$ cat src/rtl/lcdi_edge_interp.sv
// Edge-directed line averaging (ELA) interpolator: one output pixel per accepted
// 3+3 pixel window, through a fixed 3-stage pipeline with a per-line column counter.
module lcdi_edge_interp #(
    parameter int          DATA_WIDTH = 8,
    parameter int          LINE_W     = 64,
    parameter int unsigned EDGE_TH    = 4
) (
    input  logic                  clk,
    input  logic                  rst,
    input  logic                  in_valid,
    output logic                  in_ready,
    input  logic [DATA_WIDTH-1:0] index_data0,
    input  logic [DATA_WIDTH-1:0] index_data1,
    input  logic [DATA_WIDTH-1:0] index_data2,
    input  logic [DATA_WIDTH-1:0] inter_data0,
    input  logic [DATA_WIDTH-1:0] inter_data1,
    input  logic [DATA_WIDTH-1:0] inter_data2,
    output logic                  out_valid,
    input  logic                  out_ready,
    output logic [DATA_WIDTH-1:0] pix_out,
    output logic [1:0]            dir_out,
    output logic                  out_last
);

    localparam int            CW        = $clog2(LINE_W);
    localparam logic [CW-1:0] LAST_COL  = CW'(LINE_W - 1);
    localparam logic [1:0]    DIR_CTR   = 2'd0;
    localparam logic [1:0]    DIR_LEFT  = 2'd1;
    localparam logic [1:0]    DIR_RIGHT = 2'd2;

    function automatic logic [DATA_WIDTH-1:0] abs_diff(input logic [DATA_WIDTH-1:0] a,
                                                       input logic [DATA_WIDTH-1:0] b);
        return (a >= b) ? (a - b) : (b - a);
    endfunction

    // Handshake: a beat moves when valid & ready are both high at a rising edge.
    // The whole pipe shifts on advance; ready upstream is advance itself, so a
    // stalled output freezes every stage (no bubble collapsing).
    logic advance;
    assign advance  = ~out_valid | out_ready;
    assign in_ready = advance;

    logic                  s1_valid;
    logic [DATA_WIDTH-1:0] s1_dl, s1_dc, s1_dr;
    logic [DATA_WIDTH:0]   s1_sl, s1_sc, s1_sr;
    logic                  s2_valid;
    logic [1:0]            s2_dir;
    logic [DATA_WIDTH:0]   s2_sum;
    logic [1:0]            sel_dir;
    logic [DATA_WIDTH:0]   sel_sum;
    logic [CW-1:0]         col_cnt;

    // Priority: small centre difference, then minimum difference; ties go centre, then left.
    always_comb begin
        sel_dir = DIR_RIGHT;
        sel_sum = s1_sr;
        if ((32'(s1_dc) < EDGE_TH) || ((s1_dc <= s1_dl) && (s1_dc <= s1_dr))) begin
            sel_dir = DIR_CTR;
            sel_sum = s1_sc;
        end else if (s1_dl <= s1_dr) begin
            sel_dir = DIR_LEFT;
            sel_sum = s1_sl;
        end
    end

    always_ff @(posedge clk or posedge rst) begin
        if (rst) begin
            s1_valid  <= 1'b0;
            s1_dl     <= '0;
            s1_dc     <= '0;
            s1_dr     <= '0;
            s1_sl     <= '0;
            s1_sc     <= '0;
            s1_sr     <= '0;
            s2_valid  <= 1'b0;
            s2_dir    <= DIR_CTR;
            s2_sum    <= '0;
            out_valid <= 1'b0;
            pix_out   <= '0;
            dir_out   <= DIR_CTR;
        end else if (advance) begin
            s1_valid  <= in_valid;
            s1_dl     <= abs_diff(index_data0, inter_data2);
            s1_dc     <= abs_diff(index_data1, inter_data1);
            s1_dr     <= abs_diff(index_data2, inter_data0);
            s1_sl     <= {1'b0, index_data0} + {1'b0, inter_data2};
            s1_sc     <= {1'b0, index_data1} + {1'b0, inter_data1};
            s1_sr     <= {1'b0, index_data2} + {1'b0, inter_data0};
            s2_valid  <= s1_valid;
            s2_dir    <= sel_dir;
            s2_sum    <= sel_sum;
            out_valid <= s2_valid;
            // (sum + 1) >> 1 written as floor(sum/2) + lsb; cannot exceed DATA_WIDTH bits.
            pix_out   <= s2_sum[DATA_WIDTH:1] + DATA_WIDTH'(s2_sum[0]);
            dir_out   <= s2_dir;
        end
    end

    always_ff @(posedge clk or posedge rst) begin
        if (rst) begin
            col_cnt <= '0;
        end else if (out_valid && out_ready) begin
            col_cnt <= (col_cnt == LAST_COL) ? '0 : col_cnt + 1'b1;
        end
    end

    assign out_last = out_valid & (col_cnt == LAST_COL);

endmodule
$ cat config.mk
export PLATFORM = sky130hd
export DESIGN_NAME = lcdi_edge_interp
export DESIGN_NICKNAME = d
export VERILOG_FILES = /design/src/rtl/lcdi_edge_interp.sv
export SDC_FILE = /design/constraint.sdc
export NUM_CORES = 1
export LEC_CHECK = 0
export CAP_MARGIN = 20
export CORE_MARGIN = 2
export CORE_UTILIZATION = 55
export CTS_CLUSTER_DIAMETER = 80
export DETAILED_ROUTE_END_ITERATION = 7
export PLACE_DENSITY = 0.77
export SLEW_MARGIN = 20
export SYNTH_ARGS = -nofsm -noshare
export SYNTH_HDL_FRONTEND = slang
export SYNTH_SLANG_ARGS = --single-unit
$ cat constraint.sdc
create_clock -name clk -period 4.35 [get_ports clk]
set_input_delay 0.87 -clock clk [delete_from_list [all_inputs] [get_ports clk]]
set_output_delay 0.87 -clock clk [all_outputs]
set_load 0.005 [all_outputs]
==> results of run 1 <==
## worst max-delay path, cell delays in order
cell	delay, ps
clkdlybuf4s50_1	510
inv_1	60
ha_1	440
a21o_1	250
a21o_1	180
a21oi_1	180
o21a_1	410
mux2i_1	280
xnor2_1	160
a21oi_1	120
## metrics by stage
step | total power, uW | worst slack, ps | instance area (sq um)
after floorplan | 2460 | 1480 | 6540
after global routing | 4020 | 929 | 7510
after global placement | 2910 | 865 | 7230
after detailed placement | 3010 | 819 | 7230
final | 3730 | 1080 | 7510
after CTS | 3740 | 1130 | 7510
## logic make-up (layout without fill, tap and decap cells)
logic type | Yosys count | count (layout) | share of synthesized area, %
buf+inv | 125 | 174 | 7.95
fa+ha+maj | 105 | 105 | 21.1
flops | 78 | 78 | 29.8
compound gates | 192 | 192 | 18.7
simple gates | 179 | 179 | 12.5
xor+xnor | 39 | 39 | 5.22
mux | 30 | 30 | 4.63
## sequential cells by signal, summed over array words and instances, names as in the netlist
name	count
s1_dc	8
s1_valid	1
s2_dir	2
out_valid	1
pix_out	8
s1_sl	8
s2_sum	9
col_cnt	6
s2_valid	1
s1_sc	8
s1_dl	8
dir_out	2
s1_sr	9
s1_dr	7
## metal layers
metal  GRT usage, %  routed length (microns)  up-vias
met5              0                        0        -
met4           5.61                      188        0
met3           4.55                      677       17
met2           38.9                     6950      140
met1           30.6                     6290     2557
li1               -                        -     2643
## path summary, 6_finish.rpt
path                       cells after the start                endpoint  slack [ps]
min                                            1   out_valid$_DFFE_PP0P_         460
max                                           10    s1_dr[6]$_DFFE_PP0P_        1080
min in group asynchronous                      3  pix_out[1]$_DFFE_PP0P_        1140
max reg2reg                                    9   s2_sum[8]$_DFFE_PP0P_        2160
min reg2reg                                    1   out_valid$_DFFE_PP0P_         460
max in group asynchronous                      3    s1_dl[3]$_DFFE_PP0P_        2560
## layout make-up
type | count | area, sq um
fillers | 927 | 4000
flip-flops and latches | 78 | 1950
clock inverters | 4 | 48.8
repair buffers | 70 | 686
clock buffers | 11 | 233
well taps | 143 | 179
multi-input cells | 545 | 4080
inverters | 89 | 337
## cells in the final DEF (no fill, tap or decap), types with 4 or more instances in the layout
master           instances
a21o_1                  20
nor3_1                   9
clkbuf_16                9
nand2_1                 65
a31oi_1                  9
o41ai_1                  4
nand3_1                 14
nor2b_1                  6
nand4_1                  6
nor2_1                  47
nand2b_1                 6
fa_1                     9
xnor2_1                 34
mux2i_1                 28
xor2_1                   5
buf_4                    6
clkdlybuf4s50_1         64
a21oi_1                 67
and3_1                  11
o221a_2                  9
o21ai_0                 39
inv_1                   85
dfrtp_1                 78
ha_1                    96
o21bai_1                18
## power groups by stage
stage	combinational (uW)	sequential (uW)	clock, uW
after floorplan	1270	1190	0
after global placement	1640	1270	0
after detailed placement	1730	1280	0
after CTS	1740	1280	727
after global routing	1960	1310	752
final	1740	1280	714
==> flow_metrics.py, run 1 <==
metrics = {
    "outcome": {
        "status": "complete, but fails checks",
        "violations": "design-rule violations",
    },
    "sta": {
        "maxSlewHeadroom_pct": 35.9,
        "rsz0062_at_grt": "false",
        "skew_ps": 6.98,
        "period_share_pct": 75.3,
        "slew_viol_final": 0,
        "worst_slew_pin_slew_ps": 961,
        "whs_ps": 458,
        "setup-violations-final": 0,
        "timing.fmax_mhz": 305,
        "setup-tns-final_ps": 0,
        "finalHoldViolations": 0,
        "min_period_ps": 3270,
    },
    "yosys": {
        "ys_top_cells_by_area": "dfrtp_1 (30%), ha_1 (18%), a21oi_1 (5.1%)",
        "async_flop_share_pct": 100,
        "ys_types": 52,
        "ys_warn_count": 0,
        "synth_top_area_share_pct": 29.8,
        "seq_area_frac_synth_pct": 29.8,
        "synth_area_leader_cell": "dfrtp_1",
        "synthTopCellsByCount": "ha_1 (96), inv_1 (86), dfrtp_1 (78)",
        "synth.most_common_cell": "ha_1",
        "synth_edf_count": 0,
        "synth_area_per_cell_sq_um": 8.75,
        "synthFlopType": "dfrtp_1",
        "syn_inst": 748,
        "synth_seq_cells": 78,
        "synth_nets": 905,
        "synth_area_sq_mm": 0.00654,
    },
    "routing": {
        "dr.first_iter.drc_count": 423,
        "via_count": 5357,
        "drc": 3,
        "via_per_inst": 5.70,
        "routed_wl_microns": 14100,
        "wl_per_cell_microns": 15.0,
        "dr.pass1.iters": 8,
        "ant_nets": 0,
    },
    "power_and_ir_drop": {
        "switching_share_pct": 38.3,
        "power.density_mw_per_mm2": 497,
        "power.leakage_uw": 0.00371,
        "peakVddDrop_uv": 281,
        "p_clk_share_pct": 19.1,
        "seq_power_share_pct": 34.2,
        "power.switching_uw": 1430,
        "intPower_uw": 2300,
        "share_comb_of_total_power_pct": 46.6,
    },
    "worst_setup_path": {
        "worstSetupStartpoint": "index_data2[5]",
        "worstSetupEndpointType": "flop",
        "r2r-start": "s1_dl[2]$_DFFE_PP0P_",
        "critPathRequiredTime_ps": 4540,
        "path_class": "in -> reg",
        "start_kind": "input port",
        "critPathArrivalTime_ps": 3460,
        "crit_fanout": 10,
    },
    "clock_tree": {
        "cts.sinks": 78,
        "clkTransAtPathRegs_ps": 50,
        "clock_path_buffers": 2,
        "h-tree-depth": 3,
        "root_buffer": "clkbuf_16",
        "cts_resized": 0,
        "clkLatencyLatePin_ps": 330,
        "cts_tree": "yes",
        "post_cts.repair.setup_buffers": 0,
        "cts_hold_buf": 0,
        "cts_made_buffers": 9,
    },
    "floorplan": {
        "ioPinCount": 65,
        "start_util_pct": 56.8,
        "rows": 39,
        "core_sq_mm": 0.0115,
        "die_area_sq_mm": 0.0128,
        "die_h_microns": 113,
        "dieWidth_microns": 113,
    },
    "global_routing": {
        "antenna_found_initial": 0,
        "gr-total-overflow": 0,
        "grt_usage_pct": 23.0,
        "grt_pass1_vias": 5231,
        "grt_pass1_wl_microns": 24300,
        "grt_max_degree": 79,
    },
    "final_layout": {
        "fin_util_pct": 65.2,
        "final_nets": 950,
        "drive_gt1_share_pct": 5.40,
        "stdcell_count": 940,
        "area_growth_pct": 14.8,
        "diodes": 0,
    },
    "hold_path": {
        "hold_start": "s2_valid$_DFFE_PP0P_",
        "hold_path_class": "reg -> reg",
    },
    "placement": {
        "port_buffers": 64,
        "gp_congestion": 0.943,
        "place_inst": 925,
        "dpl.hpwl_microns": 10900,
    },
    "flow_run": {
        "max_cap_viol_count": 0,
    },
}
Power figures use the tool's default switching activity.
==> run 2: changes to the inputs <==
Settings changed: CORE_UTILIZATION 55 to 53, PLACE_DENSITY 0.77 to 0.78.
Clock period 4.35 ns to 2.6 ns, I/O delays scaled along.
==> run 2 against run 1 <==
  * The run now ends clean
  * Highest routed layer unchanged
  * Critical path depth did not move
  * Flip-flop and latch count stayed put
  * Setup slack worse by 1000 ps
  * Wire length rose by 14%
  * Design area up 13%
==> flow_metrics.py, run 2 (synthesis results as in run 1) <==
metrics = {
    "power_and_ir_drop": {
        "share_comb_of_total_power_pct": 48.9,
        "intPower_uw": 4090,
        "power.density_mw_per_mm2": 778,
        "power.switching_uw": 2510,
        "p_clk_share_pct": 18.6,
        "switching_share_pct": 38.0,
        "seq_power_share_pct": 32.5,
        "power.leakage_uw": 0.00426,
        "peakVddDrop_uv": 478,
    },
    "clock_tree": {
        "cts_tree": "yes",
        "cts.sinks": 78,
        "cts_made_buffers": 9,
        "clkLatencyLatePin_ps": 330,
        "clock_path_buffers": 2,
        "clkTransAtPathRegs_ps": 60,
        "h-tree-depth": 3,
        "root_buffer": "clkbuf_16",
    },
    "worst_setup_path": {
        "critPathArrivalTime_ps": 2750,
        "crit_slowest_cell": "clkdlybuf4s50_1",
        "worstRegToRegCells": 10,
        "crit_fanout": 7,
        "max_stage_delay_ps": 480,
        "cp_top_family": "compound AO/OA/AOI/OAI gates",
        "worstSetupEndpointType": "flop",
        "critPathRequiredTime_ps": 2810,
        "cp_num_buf_inv": 2,
        "path_cells": "clkdlybuf4s50_1 > inv_1 > ha_1 > fa_2 > o31ai_4 > a41oi_2 > o21a_4 > mux2i_2 > xnor2_1 > a21oi_1",
        "start_kind": "input port",
        "path_class": "in -> reg",
        "cp.depth": 10,
    },
    "placement": {
        "dpl.hpwl_microns": 12300,
        "port_buffers": 64,
        "gp_congestion": 0.909,
    },
    "sta": {
        "finalHoldViolations": 0,
        "setup-tns-final_ps": 0,
        "slew_viol_final": 0,
        "maxSlewHeadroom_pct": 66.2,
        "skew_ps": 7.83,
        "timing.fmax_mhz": 394,
        "setup-violations-final": 0,
        "period_share_pct": 97.7,
        "worst_slew_pin_slew_ps": 506,
        "min_period_ps": 2540,
        "whs_ps": 466,
    },
    "flow_run": {
        "max_cap_viol_count": 0,
    },
    "routing": {
        "drc": 0,
        "dr.first_iter.drc_count": 382,
        "via_count": 5752,
        "routed_wl_microns": 16000,
        "dr.pass1.iters": 5,
        "ant_nets": 0,
        "wl_per_cell_microns": 15.3,
        "via_per_inst": 5.48,
    },
    "global_routing": {
        "antenna_found_initial": 0,
        "grt_pass1_vias": 5901,
        "grt_usage_pct": 24.9,
        "grt_max_degree": 79,
        "grt_pass1_wl_microns": 26500,
        "gr-total-overflow": 0,
    },
    "floorplan": {
        "start_util_pct": 54.5,
        "rows": 40,
        "die_area_sq_mm": 0.0133,
        "core_sq_mm": 0.0120,
        "die_h_microns": 115,
        "dieWidth_microns": 115,
        "ioPinCount": 65,
    },
    "final_layout": {
        "final_nets": 1055,
        "diodes": 0,
        "area_growth_pct": 29.7,
        "drive_gt1_share_pct": 18.8,
        "final_common_cell": "buf_4",
        "fillers": 951,
        "top_regs": "s1_sr: 9 flops, s2_sum: 9 flops",
        "mostFrequentLayoutCells": "buf_4 (108), ha_1 (93), inv_1 (84)",
    },
    "hold_path": {
        "worstHoldPathCells": 2,
        "hold_path_class": "reg -> reg",
    },
    "outcome": {
        "status": "completed",
    },
}
-- run 2: repair_timing --
item	4_1_cts	5_1_grt
hold buffers	0	0
pin swaps	3	12
setup endpoints to repair	21	21
gates resized for setup	9	20
setup buffers	3	4
-- run 2: power by group through the flow --
stage                     Combinational, uW  Clock (uW)  Sequential (uW)
final                                  3230        1230             2150
after global routing                   3610        1300             2200
after CTS                              3180        1240             2140
after detailed placement               3100           0             2150
after global placement                 2960           0             2120
after floorplan                        2120           0             2000
-- run 2: per-layer routing --
metal	global-route usage (%)	wire length, microns
met1	30.4	6830
met2	45.1	8160
met3	5.43	800
met4	5.38	225
met5	0	0
-- run 2: area by class of cell --
cell class,instances,area (sq um),area share [%]
inverter,89,337,3.97
timing repair buffer,175,1520,17.9
tap,147,184,2.17
multi-input combinational,545,4210,49.6
clock inverter,4,47.5,0.560
clock buffer,11,243,2.86
sequential,78,1950,23.0
-- run 2: worst register-to-register path, cell delays in order (launching register included) --
cell and delay [ps]:
dfrtp_1 370, inv_1 90, ha_1 300, and3_1 200, a221o_1 150, a21oi_1 80, a31oi_2 440, buf_4 260
mux2i_1 270, nand2_1 80, o221a_2 120
-- run 2: through the flow --
stage / instance area, sq um / utilization [%] / cells / setup slack (ps) / power (uW)
5_1_grt: 8490 / 70.7 / 1049 / -37.4 / 7110
3_5_place_dp: 8000 / 66.6 / 1027 / -454 / 5250
2_1_floorplan: 6540 / - / 748 / 85.0 / 4110
6_report: 8490 / 70.7 / 1049 / 60.0 / 6600
4_1_cts: 8360 / 69.6 / 1045 / 15.6 / 6550
3_3_place_gp: 8000 / 66.6 / 1027 / -374 / 5070
-- run 2: final timing paths --
check	endpoint	startpoint	slack [ps]
min	pix_out[0]$_DFFE_PP0P_	pix_out[0]$_DFFE_PP0P_	470
max in group asynchronous	s1_sl[7]$_DFFE_PP0P_	rst	1680
min reg2reg	pix_out[0]$_DFFE_PP0P_	pix_out[0]$_DFFE_PP0P_	470
min in group asynchronous	pix_out[6]$_DFFE_PP0P_	rst	600
max reg2reg	s2_sum[8]$_DFFE_PP0P_	s1_dr[2]$_DFFE_PP0P_	140
max	s1_dr[6]$_DFFE_PP0P_	index_data2[0]	60
==> run 3: changes to the inputs <==
Settings changed: GPL_ROUTABILITY_DRIVEN from default to 0.
==> run 3 against run 2 <==
  * Via count grew 2.4%
  * Clock-buffer cell count rose by 2
  * Clock power about the same
  * Die area unchanged
  * Critical endpoint is now s1_dr[5]$_DFFE_PP0P_
  * Highest routed layer unchanged
  * Non-clock buffer count decreased by 3
==> flow_metrics.py, run 3 (synthesis results as in run 1) <==
metrics = {
    "outcome": {
        "status": "completed",
    },
    "floorplan": {
        "ioPinCount": 65,
        "die_h_microns": 115,
        "core_sq_mm": 0.0120,
        "dieWidth_microns": 115,
        "die_area_sq_mm": 0.0133,
        "start_util_pct": 54.5,
        "rows": 40,
    },
    "final_layout": {
        "top_regs": "s1_sr: 9 flops, s2_sum: 9 flops",
        "stdcell_count": 1047,
        "area_growth_pct": 29.9,
        "drive_gt1_share_pct": 19.1,
        "diodes": 0,
        "final_common_cell": "buf_4",
        "finalInstanceArea_sq_mm": 0.00850,
        "final_nets": 1052,
        "mostFrequentLayoutCells": "buf_4 (103), ha_1 (92), inv_1 (85)",
    },
    "global_routing": {
        "grt_max_degree": 80,
        "grt_pass1_vias": 6082,
        "antenna_found_initial": 0,
        "grt_pass1_wl_microns": 27200,
        "grt_usage_pct": 25.2,
        "gr-total-overflow": 0,
    },
    "clock_tree": {
        "cts_tree": "yes",
        "clkLatencyLatePin_ps": 330,
        "cts_made_buffers": 9,
        "root_buffer": "clkbuf_16",
        "h-tree-depth": 3,
        "cts.sinks": 78,
        "clock_path_buffers": 2,
        "clkTransAtPathRegs_ps": 60,
        "cts_hold_buf": 0,
    },
    "sta": {
        "maxSlewHeadroom_pct": 71.2,
        "whs_ps": 469,
        "period_share_pct": 97.9,
        "skew_ps": 4.87,
        "finalHoldViolations": 0,
        "slew_viol_final": 0,
        "min_period_ps": 2540,
        "setup-violations-final": 0,
        "setup-tns-final_ps": 0,
        "timing.fmax_mhz": 393,
        "worst_slew_pin_slew_ps": 428,
    },
    "power_and_ir_drop": {
        "peakVddDrop_uv": 534,
        "power.leakage_uw": 0.00423,
        "finalPower_uw": 6660,
        "power.density_mw_per_mm2": 784,
    },
    "worst_setup_path": {
        "cp_num_buf_inv": 2,
        "worstSetupEndpointType": "flop",
        "max_stage_delay_ps": 490,
        "r2r-start": "s1_dl[7]$_DFFE_PP0P_",
        "path_cells": "clkdlybuf4s50_1 > inv_1 > ha_2 > fa_2 > o31ai_4 > a41oi_2 > o21a_4 > mux2i_1 > xnor2_1 > a21oi_1",
        "crit_slowest_cell": "clkdlybuf4s50_1",
        "start_kind": "input port",
        "critPathArrivalTime_ps": 2740,
        "cp_top_family": "compound AO/OA/AOI/OAI gates",
        "path_class": "in -> reg",
        "crit_fanout": 7,
        "worstRegToRegCells": 9,
        "critPathRequiredTime_ps": 2800,
        "rr_endpoint": "s2_sum[8]$_DFFE_PP0P_",
        "r2r_setup_slack_ps": 170,
    },
    "routing": {
        "wl_per_cell_microns": 15.6,
        "drc": 0,
        "routed_wl_microns": 16400,
        "ant_nets": 0,
        "via_per_inst": 5.62,
        "dr.first_iter.drc_count": 473,
        "via_count": 5888,
        "dr.pass1.iters": 5,
    },
    "hold_path": {
        "hold_path_end": "dir_out[1]$_DFFE_PP0P_",
        "hold_path_class": "reg -> reg",
        "worstHoldPathCells": 2,
        "hold_start": "dir_out[1]$_DFFE_PP0P_",
    },
    "placement": {
        "place_inst": 1019,
        "port_buffers": 64,
        "dpl.hpwl_microns": 12300,
        "place_area_sq_mm": 0.00795,
    },
    "flow_run": {
        "max_cap_viol_count": 0,
    },
}
run 3: worst reg2reg max path, cell delays in order (launching register included):
cell and delay [ps]:
dfrtp_1 420, ha_1 340, nand2_1 90, nor2_1 230, a21oi_1 120, a31oi_2 390
buf_4 270, mux2i_1 250, nand2_1 90, o221a_2 120
run 3: final cells by class:
| cell class | count | area [sq um] |
|---|---|---|
| clock inverter | 3 | 43.8 |
| tap | 147 | 184 |
| timing repair buffer | 172 | 1500 |
| multi-input combinational | 545 | 4230 |
| sequential | 78 | 1950 |
| fill | 846 | 3510 |
| clock buffer | 13 | 250 |
| inverter | 89 | 337 |
run 3: repair_timing:
item	in CTS	in global routing
pin swaps	8	13
setup buffers	8	4
resized for setup	10	27
setup endpoints to repair	19	26
hold endpoints to repair	0	0
run 3: stage by stage:
stage / utilization, % / setup WS, ps
after floorplan: - / 85.0
after global placement: 66.2 / -356
final: 70.8 / 55.3
after global routing: 70.8 / -23.1
after CTS: 69.4 / 3.22
after detailed placement: 66.2 / -470
run 3: worst max path at each step:
stage	startpoint	to	depth (start not counted)
2_1_floorplan	rst	col_cnt[0]$_DFFE_PP0P_	1
3_3_place_gp	index_data0[0]	s1_dl[7]$_DFFE_PP0P_	10
3_5_place_dp	index_data0[3]	s1_dl[7]$_DFFE_PP0P_	10
4_1_cts	index_data2[0]	s1_dr[5]$_DFFE_PP0P_	10
5_1_grt	inter_data2[0]	s1_dl[6]$_DFFE_PP0P_	11
6_report	index_data2[0]	s1_dr[5]$_DFFE_PP0P_	10
run 3: routing by layer:
metal	wire length (microns)	track usage, %	vias up
met5	0	0	-
met4	245	7.23	0
met3	634	3.22	26
met2	8750	47.4	161
met1	6740	29.9	2847
li1	-	-	2854
run 3: where the power goes:
group          internal (uW)  leakage [uW]  switching, uW
clock                    771      0.000144            472
sequential              1710      0.000915            432
combinational           1630       0.00317           1650
